===== src/rtl/uart_rx_engine.sv =====
// uart_rx_engine
//   Serial-to-parallel UART receiver. The RX line is passed through a two-flop
//   synchroniser (rx_s) and sampled at mid-bit. The receiver detects parity,
//   framing and overrun errors.
//   Frame layout: start, 7+EIGHT data bits (LSB first), optional parity, stop.
//   EIGHT/PEN/OHEL/baud_value are latched when a start edge is seen, so a
//   change made mid-frame takes effect on the next frame.
//
// Optional feature macro: UART_RX_MAJORITY_EN
//   Defined  : every start/data/parity/stop decision is the majority of rx_s
//              taken at mid-2, mid and mid+2.
//   Undefined: a single rx_s sample is taken at the mid-bit point.
//   The port list is the same in both builds.
//
// Ports
//   clk          in   system clock
//   reset        in   asynchronous active-low reset
//   baud_value   in   baud select, 0..11 (12..15 = 921600)
//   EIGHT        in   1 = 8 data bits, 0 = 7 data bits
//   PEN          in   parity bit present
//   OHEL         in   parity sense, 1 = odd, 0 = even
//   RX           in   serial line, idle high, asynchronous
//   read_strobe  in   consumer took rx_data; clears RXRDY and OVF
//   rx_data      out  received character (bit7 = 0 in 7-bit mode)
//   RXRDY        out  character available
//   PERR         out  parity error on the last completed frame
//   FERR         out  framing error on the last completed frame
//   OVF          out  sticky overrun
module uart_rx_engine #(
  parameter int CLK_FREQ_HZ = 100_000_000
) (
  input  logic       clk,
  input  logic       reset,
  input  logic [3:0] baud_value,
  input  logic       EIGHT,
  input  logic       PEN,
  input  logic       OHEL,
  input  logic       RX,
  input  logic       read_strobe,
  output logic [7:0] rx_data,
  output logic       RXRDY,
  output logic       PERR,
  output logic       FERR,
  output logic       OVF
);

  typedef enum logic [2:0] {
    IDLE   = 3'd0,
    START  = 3'd1,
    DATA   = 3'd2,
    PARITY = 3'd3,
    STOP   = 3'd4,
    LOAD   = 3'd5
  } state_t;

`ifdef UART_RX_MAJORITY_EN
  // The start decision is pushed out to mid+2. Because of that, every later bit
  // decision at count max-1 also lands two clocks after its true centre.
  localparam logic [19:0] START_OFS = 20'd2;
`else
  localparam logic [19:0] START_OFS = 20'd0;
`endif

  // Clocks per bit for each baud select (integer divide of the clock rate).
  function automatic logic [19:0] bit_time(input logic [3:0] sel);
    case (sel)
      4'd0:    bit_time = 20'(CLK_FREQ_HZ / 300);
      4'd1:    bit_time = 20'(CLK_FREQ_HZ / 1200);
      4'd2:    bit_time = 20'(CLK_FREQ_HZ / 2400);
      4'd3:    bit_time = 20'(CLK_FREQ_HZ / 4800);
      4'd4:    bit_time = 20'(CLK_FREQ_HZ / 9600);
      4'd5:    bit_time = 20'(CLK_FREQ_HZ / 19200);
      4'd6:    bit_time = 20'(CLK_FREQ_HZ / 38400);
      4'd7:    bit_time = 20'(CLK_FREQ_HZ / 57600);
      4'd8:    bit_time = 20'(CLK_FREQ_HZ / 115200);
      4'd9:    bit_time = 20'(CLK_FREQ_HZ / 230400);
      4'd10:   bit_time = 20'(CLK_FREQ_HZ / 460800);
      default: bit_time = 20'(CLK_FREQ_HZ / 921600);
    endcase
  endfunction

  // Expected parity bit: XOR of the data bits, inverted for odd sense.
  function automatic logic parity_bit(input logic [7:0] data, input logic odd);
    parity_bit = (^data) ^ odd;
  endfunction

  // In 7-bit mode only seven shifts happen, so the character still sits one
  // position high in the shift register.
  function automatic logic [7:0] align_data(input logic [7:0] shift, input logic eight);
    align_data = eight ? shift : {1'b0, shift[7:1]};
  endfunction

`ifdef UART_RX_MAJORITY_EN
  function automatic logic maj3(input logic a, input logic b, input logic c);
    maj3 = (a & b) | (a & c) | (b & c);
  endfunction
`endif

  state_t      state_r;
  logic [1:0]  rx_sync_r;
  logic        rx_prev_r;
  logic [19:0] cnt_r;
  logic [19:0] max_r;
  logic [2:0]  bit_idx_r;
  logic [7:0]  shift_r;
  logic        eight_r;
  logic        pen_r;
  logic        ohel_r;
  logic        perr_pend_r;
  logic        stop_bit_r;
`ifdef UART_RX_MAJORITY_EN
  logic [1:0]  samp_r;
`endif

  logic        rx_s;
  logic [19:0] point_s;
  logic        at_point_s;
  logic        sample_s;
  logic        last_bit_s;

  assign rx_s = rx_sync_r[1];

  // Decision point and sampled bit value for the current state.
  always_comb begin
    point_s    = 20'd0;
    sample_s   = rx_s;
    last_bit_s = 1'b0;
    if (state_r == START) begin
      point_s = (max_r >> 1) + START_OFS;
    end else begin
      point_s = max_r - 20'd1;
    end
    at_point_s = (cnt_r == point_s);
`ifdef UART_RX_MAJORITY_EN
    sample_s = maj3(samp_r[1], samp_r[0], rx_s);
`else
    sample_s = rx_s;
`endif
    if (eight_r) begin
      last_bit_s = (bit_idx_r == 3'd7);
    end else begin
      last_bit_s = (bit_idx_r == 3'd6);
    end
  end

  // Synchroniser, frame FSM and registered status outputs.
  always_ff @(posedge clk or negedge reset) begin
    if (!reset) begin
      state_r     <= IDLE;
      rx_sync_r   <= 2'b11;
      rx_prev_r   <= 1'b1;
      cnt_r       <= 20'd0;
      max_r       <= 20'd0;
      bit_idx_r   <= 3'd0;
      shift_r     <= 8'h00;
      eight_r     <= 1'b0;
      pen_r       <= 1'b0;
      ohel_r      <= 1'b0;
      perr_pend_r <= 1'b0;
      stop_bit_r  <= 1'b1;
`ifdef UART_RX_MAJORITY_EN
      samp_r      <= 2'b11;
`endif
      rx_data     <= 8'h00;
      RXRDY       <= 1'b0;
      PERR        <= 1'b0;
      FERR        <= 1'b0;
      OVF         <= 1'b0;
    end else begin
      rx_sync_r <= {rx_sync_r[0], RX};
      rx_prev_r <= rx_s;

      // Consumer read. A completion in LOAD below overrides RXRDY.
      if (read_strobe && RXRDY) begin
        RXRDY <= 1'b0;
        OVF   <= 1'b0;
      end

`ifdef UART_RX_MAJORITY_EN
      // Early majority samples at point-4 and point-2. The third sample is
      // rx_s at the decision point itself.
      if (state_r != IDLE && state_r != LOAD) begin
        if (cnt_r == point_s - 20'd4) samp_r[1] <= rx_s;
        if (cnt_r == point_s - 20'd2) samp_r[0] <= rx_s;
      end
`endif

      case (state_r)
        IDLE: begin
          // Edge (not level) detect, so a held break does not retrigger.
          if (rx_prev_r && !rx_s) begin
            state_r     <= START;
            cnt_r       <= 20'd0;
            max_r       <= bit_time(baud_value);
            eight_r     <= EIGHT;
            pen_r       <= PEN;
            ohel_r      <= OHEL;
            bit_idx_r   <= 3'd0;
            shift_r     <= 8'h00;
            perr_pend_r <= 1'b0;
          end
        end
        START: begin
          if (at_point_s) begin
            cnt_r <= 20'd0;
            if (!sample_s) begin
              state_r <= DATA;
            end else begin
              state_r <= IDLE;
            end
          end else begin
            cnt_r <= cnt_r + 20'd1;
          end
        end
        DATA: begin
          if (at_point_s) begin
            cnt_r     <= 20'd0;
            shift_r   <= {sample_s, shift_r[7:1]};
            bit_idx_r <= bit_idx_r + 3'd1;
            if (last_bit_s) begin
              state_r <= pen_r ? PARITY : STOP;
            end
          end else begin
            cnt_r <= cnt_r + 20'd1;
          end
        end
        PARITY: begin
          if (at_point_s) begin
            cnt_r       <= 20'd0;
            perr_pend_r <= (sample_s != parity_bit(shift_r, ohel_r));
            state_r     <= STOP;
          end else begin
            cnt_r <= cnt_r + 20'd1;
          end
        end
        STOP: begin
          if (at_point_s) begin
            cnt_r      <= 20'd0;
            stop_bit_r <= sample_s;
            state_r    <= LOAD;
          end else begin
            cnt_r <= cnt_r + 20'd1;
          end
        end
        LOAD: begin
          rx_data <= align_data(shift_r, eight_r);
          RXRDY   <= 1'b1;
          PERR    <= perr_pend_r & pen_r;
          FERR    <= ~stop_bit_r;
          if (read_strobe) begin
            OVF <= 1'b0;
          end else if (RXRDY) begin
            OVF <= 1'b1;
          end
          state_r <= IDLE;
        end
        default: begin
          state_r <= IDLE;
          cnt_r   <= 20'd0;
        end
      endcase
    end
  end

endmodule

===== config.mk =====
export PLATFORM = sky130hd
export DESIGN_NAME = uart_rx_engine
export DESIGN_NICKNAME = d
export VERILOG_FILES = /design/src/rtl/uart_rx_engine.sv
export SDC_FILE = /design/constraint.sdc
export NUM_CORES = 1
export LEC_CHECK = 0
export ABC_AREA = 1
export BUFFER_PORTS_ARGS = -buffer_cell sky130_fd_sc_hd__buf_2
export CAP_MARGIN = 40
export CORE_MARGIN = 1.5
export CORE_UTILIZATION = 62
export CTS_CLUSTER_SIZE = 14
export DETAILED_ROUTE_END_ITERATION = 6
export GPL_TIMING_DRIVEN = 0
export MAX_ROUTING_LAYER = met4
export PLACE_DENSITY = 0.77
export SETUP_SLACK_MARGIN = 0.02
export SLEW_MARGIN = 20
export SYNTH_ARGS = -nofsm -noshare
export SYNTH_HDL_FRONTEND = slang
export SYNTH_SLANG_ARGS = --single-unit

===== constraint.sdc =====
create_clock -name clk -period 2.99 [get_ports clk]
set_input_delay 0.1495 -clock clk [delete_from_list [all_inputs] [get_ports clk]]
set_output_delay 0.1495 -clock clk [all_outputs]
set_load 0.005 [all_outputs]

* Word level (Yosys, flattened, before mapping)
Memory sizes are Yosys's and may differ from the RTL's. A register that Yosys moved wholly into a read port is not among the register bits.
Cells that the tools add are included.
** Storage, ports and cells
- RAM bits :: 0
- ROM bits :: 288
- Register bits after elaboration :: 74
- Memories :: 1
- Latch bits :: 0
- Word-level logic and storage cells :: 86
- Input port bits :: 11
- Output and inout bits :: 12
** Memories
- (no name shown) :: words 16, width 18, rd ports 1, clocked after Yosys merged registers in 1, wr ports 0, RTL line 66 : case (sel)
** Cells by class
- Bitwise gates (word level) :: 4
- Reductions and logical operators :: 16
- Order comparisons :: 0
- Divide/modulo/power cells :: 0
- Shifts and indexed selects :: 0
- Muxes and demuxes :: 30
- Add/subtract/negate cells :: 3
- Multiply operators :: 0
- Equal/unequal tests :: 15
** Operators by type and width (count)
- 20-bit 2-to-1 mux :: 3
- 20-bit one-hot mux with 3 select lines :: 1
- 3-bit 2-to-1 mux :: 9
- 8-bit 2-to-1 mux :: 3
- 20-bit by 1-bit adder with 20-bit output, second input constant :: 1
- 20-bit equality test :: 1
- 20-bit by 1-bit subtractor with 20-bit output, second input constant :: 1
- 8-bit one-hot mux with 2 select lines :: 1
- 3-bit one-hot mux with 5 select lines :: 1
- 3-bit equality test, second input constant :: 4
- 2-bit inequality test, second input constant :: 6
- 1-bit 2-to-1 mux :: 9
- 8-bit parity :: 1
- 3-bit by 2-bit equality test with 1-bit output, second input constant :: 2
- 3-bit one-hot mux with 2 select lines :: 1
- 2-bit AND reduction :: 3
- 3-bit AND reduction :: 2
- 6-bit AND reduction :: 1
- 2-bit nonzero test :: 3
- 4-bit OR reduction :: 1
- 3-bit by 1-bit adder with 3-bit output, second input constant :: 1
- 3-bit by 1-bit equality test with 1-bit output, second input constant :: 1
- 3-bit zero test :: 1
- 1-bit logical AND :: 2
- other kinds (7) :: 9

* Longest topological paths before layout
- Word-level depth :: 5
- Depth in mapped cells :: 21
- Gate-level depth less buffers :: 20

* Least setup slack after synthesis
Ideal clock, no wire load.
- Path kind :: reg-to-reg
- Start :: reg max_r[0]
- End :: reg shift_r[4]
- Slack :: 781 ps
- Required time :: 2872 ps
- Period minus slack after synthesis :: 2209 ps
- Stages on the path, launching flop included :: 19
- Path buffers :: 1
- Arrival :: 2092 ps
- Setup time :: 118 ps
- Cell sequence :: dfrtp_1 > clkinv_1 > ha_1 > nand3_2 > nor2_4 > nand2_1 > nand2_1 > nand3_1 > nand2_1 > nand2_1 > inv_1 > nand3_1 > nor2_1 > nand3_2 > nand2_4 > nand2_4 > buf_6 > nand2_1 > o21ai_2
** On the way
- Longest elaborated chain between the ends :: 5
** RTL lines
- from (decl) :: RTL line 103 : logic [19:0] max_r;
- 20-bit by 1-bit subtractor with 20-bit output :: RTL line 131 : point_s = max_r - 20'd1;
- 20-bit 2-to-1 mux :: RTL line 128 : if (state_r == START) begin
- 20-bit equality test :: RTL line 133 : at_point_s = (cnt_r == point_s);
- 2-bit inequality test (no source line)
- 3-bit AND reduction (no source line)
- to (signal assigned) :: RTL line 218 : shift_r <= {sample_s, shift_r[7:1]};
- to (decl) :: RTL line 105 : logic [7:0] shift_r;
No other way between the ends.
A chain may end at the register's enable or synchronous reset.

* Worst setup path in the final report
- Start :: reg max_r[1]
- End :: reg bit_idx_r[2]
** On the way
- Longest elaborated chain between the ends :: 5
** RTL lines
- 20-bit by 1-bit subtractor with 20-bit output :: RTL line 131
- 20-bit 2-to-1 mux * :: RTL line 128
- 20-bit equality test * :: RTL line 133
- 2-bit inequality test (no source line) *
- 3-bit AND reduction (no source line) *
- to (signal assigned) :: RTL line 219 : bit_idx_r <= bit_idx_r + 3'd1;
- to (decl) :: RTL line 104 : logic [2:0] bit_idx_r;
Every way passes the cells marked *; elsewhere a longest branch is shown, timed or not.

==> metrics.csv <==
metric;value;unit
initial_core_util;64.97;%
ir_drop;0.5890;mV
rsz0062_at_grt;false;
crit_fanout;10;
fin_ws;0.2513;ns
yosysTopAreaCell;dfrtp_1;
rows;31;
vias;4721;
drive_above_1_share;11.67;%
cts_buffer_depth;2;
postSynthCellCount;693;
grt_pass1_vias;4612;
final.setup.tns;0;ns
finalCritPeriodShare;91.60;%
ioPinCount;23;
yosysSeqAreaShare;37.73;%
crit_path_start_kind;flop;
multi_input_area;2544;µm²
outcome;completed;
internal_power;2.723;mW
holdPathStages;3;
drtAntennaViolNets;0;
combPwrFrac;51.3;%
synth_seq_cells;72;
cts_buffers;9;
root_buffer;clkbuf_8;
min_to;eight_r;
grt_overflow;0;
rrSetupSlack;0.25;ns
synth.area.top_cells;dfrtp_1 36%, nand2_1 17%, inv_1 6.4%;
final.setup_skew;0.01247;ns
antenna_found_initial;0;
synthArstFlopShare;100.0;%
dp.final_hpwl;9537;µm
areaGrowthSynthToFinish;12.18;%
synth_commonest_cells;218 x nand2_1, 82 x inv_1, 68 x dfrtp_1;
regArea;1807;µm²
r2r_cells;17;
drv_cap;0;
synth_edf_count;0;
synth_top_area_share;35.54;%
drt_wl_total;12430;µm
synth_cell_types;34;
place_ws;0.2071;ns
syn_area_per_cell;6.910;µm²
track_usage;33.42;%
clock_latency;0.36;ns
place_congestion;0.9793;
drt-initial-drc-count;288;
synth_most_common_cell;nand2_1;
tightest_slew;0.5344;ns
dieArea;8259;µm²
critPathCaptureType;flop;
n_fill_cell;621;
netlist_area;4788;µm²
h-tree-depth;3;
cts.sinks;72;
diodes;0;
io_buffers;22;
syn_nets;711;
period_needed;2.739;ns
regToRegStartpoint;max_r[1];
finalHoldViolations;0;
slew_viol_final;0;
netSwitchingFraction;46.78;%
synth_warnings;0;
cp.required;3.23;ns
p_leak;2.640;nW
grt_pass1_wl;21340;µm
relSlewSlack;64.37;%
pwr-share-seq;28.9;%
hp-class;in -> reg;
powerDensity;952.5;nW/µm²
p_clk_share;19.8;%
finalSetupViolCount;0;
r2r_end;bit_idx_r[2];
crit_type;reg -> reg;
firstDrtPassIters;5;
grt_max_degree;41;
cts_tree;built;
drc;0;
worstPathArrival;2.98;ns
max_freq;365.1;MHz
core_area;7370;µm²
min_from;EIGHT;
layout.nets;750;
synth_flop_cell;dfrtp_1;
p_sw;2.393;mW
avgRoutedWirePerCell;14.86;µm
fp.dieW;90.88;µm
clkTransAtPathRegs;0.08;ns
via_per_inst;5.647;
die_h;90.88;µm
[kinds of logic after synthesis]
| group | synth area share, % |
|---|---|
| AND/OR/NAND/NOR | 35.22 |
| buffers and inverters | 9.198 |
| AO/OA/AOI/OAI | 12.36 |
| flip-flops | 37.73 |
| XOR/XNOR | 3.658 |
| adder cells (fa/ha/maj) | 1.829 |
[worst max-delay path, cell delays in order, from the launching register on]
cell and delay (ns):
dfrtp_1 0.44, inv_1 0.15, ha_1 0.25, nand3_2 0.18
nor2_4 0.18, buf_12 0.13, nand3_1 0.07, nand2_1 0.13
nand4_1 0.09, nand2_1 0.12, nand2_1 0.06, nor2_1 0.12
nand3_2 0.20, nand2_4 0.15, nand2_4 0.07, buf_6 0.14
nand2_1 0.08, o21ai_2 0.06
[what timing repair did]
action / in CTS / in global routing
setup endpoints to repair: 0 / 26
endpoints found under the hold margin: 39 / 0
setup buffers: 0 / 1
hold buffers: 4 / 0
gates resized for setup: 0 / 1
[power groups by stage]
stage                     Combinational, mW  Sequential [mW]  Clock [mW]
after global placement                 2.49             1.48           0
after CTS                              2.59             1.47        1.02
after detailed placement               2.56             1.49           0
after floorplan                        1.96             1.42           0
after global routing                   2.98             1.51        1.05
final                                  2.62             1.48        1.01
[sequential cells by signal, summed over array words and instances, names as in the netlist, 2 cells and up]
name       count
state_r        3
cnt_r         20
rx_data        8
bit_idx_r      3
rx_sync_r      2
shift_r        8
max_r         18
[metal layers]
layer  up-vias  wire [µm]  track usage, %
met4         0        399           16.15
met3        38        600           3.704
met5         -          0               -
met1      2213       5132           39.30
met2       159       6294           57.08
li1       2311          -               -
[worst max-delay path by stage]
stage,startpoint,end,slack (ns),cells after the start
2_1_floorplan,max_r[0],shift_r[4],0.78,18
3_3_place_gp,max_r[1],cnt_r[3],0.31,16
3_5_place_dp,max_r[1],cnt_r[11],0.21,16
4_1_cts,max_r[1],cnt_r[11],0.20,16
5_1_grt,max_r[1],shift_r[2],0.05,20
6_report,max_r[1],bit_idx_r[2],0.25,17
[cells in the final DEF (no fill, tap or decap), drive strengths merged]
cell,synthesis,routed
o211ai,5,5
xnor2,8,8
dfstp,4,4
a211o,1,1
o22ai,12,12
o21ai,62,62
clkbuf,10,22
nand2,222,222
nor2,72,72
dlygate4sd3,0,4
nand3b,2,2
clkinv,4,5
o31ai,7,7
a21oi,8,8
ha,7,7
nand4,15,15
nand3,66,66
o21a,2,2
inv,86,86
dfrtp,68,68
buf,7,31
nor3,11,11
bufinv,0,3
or2,1,1
xor2,12,12
a22oi,1,1
[metrics by stage]
step	area [µm²]	total power [mW]	instances	hold WS [ns]	util, %
5_1_grt	5371	5.548	836	0.02569	72.89
4_1_cts	5349	5.074	835	0.02019	72.58
3_5_place_dp	5045	4.045	815	0.1635	68.46
6_report	5371	5.116	836	0.01134	72.89
2_1_floorplan	4788	3.383	693	-0.1461	-
3_3_place_gp	5022	3.963	814	0.2539	68.15
[cell type report]
class	instances	share of cell area, %
well taps	99	2.306
clock buffers	12	3.075
flip-flops and latches	72	33.64
plain buffers	17	1.910
clock inverters	4	1.840
multi-input cells	514	47.36
inverters	90	6.289
repair buffers	28	3.587
(Power assumes the default switching activity.)
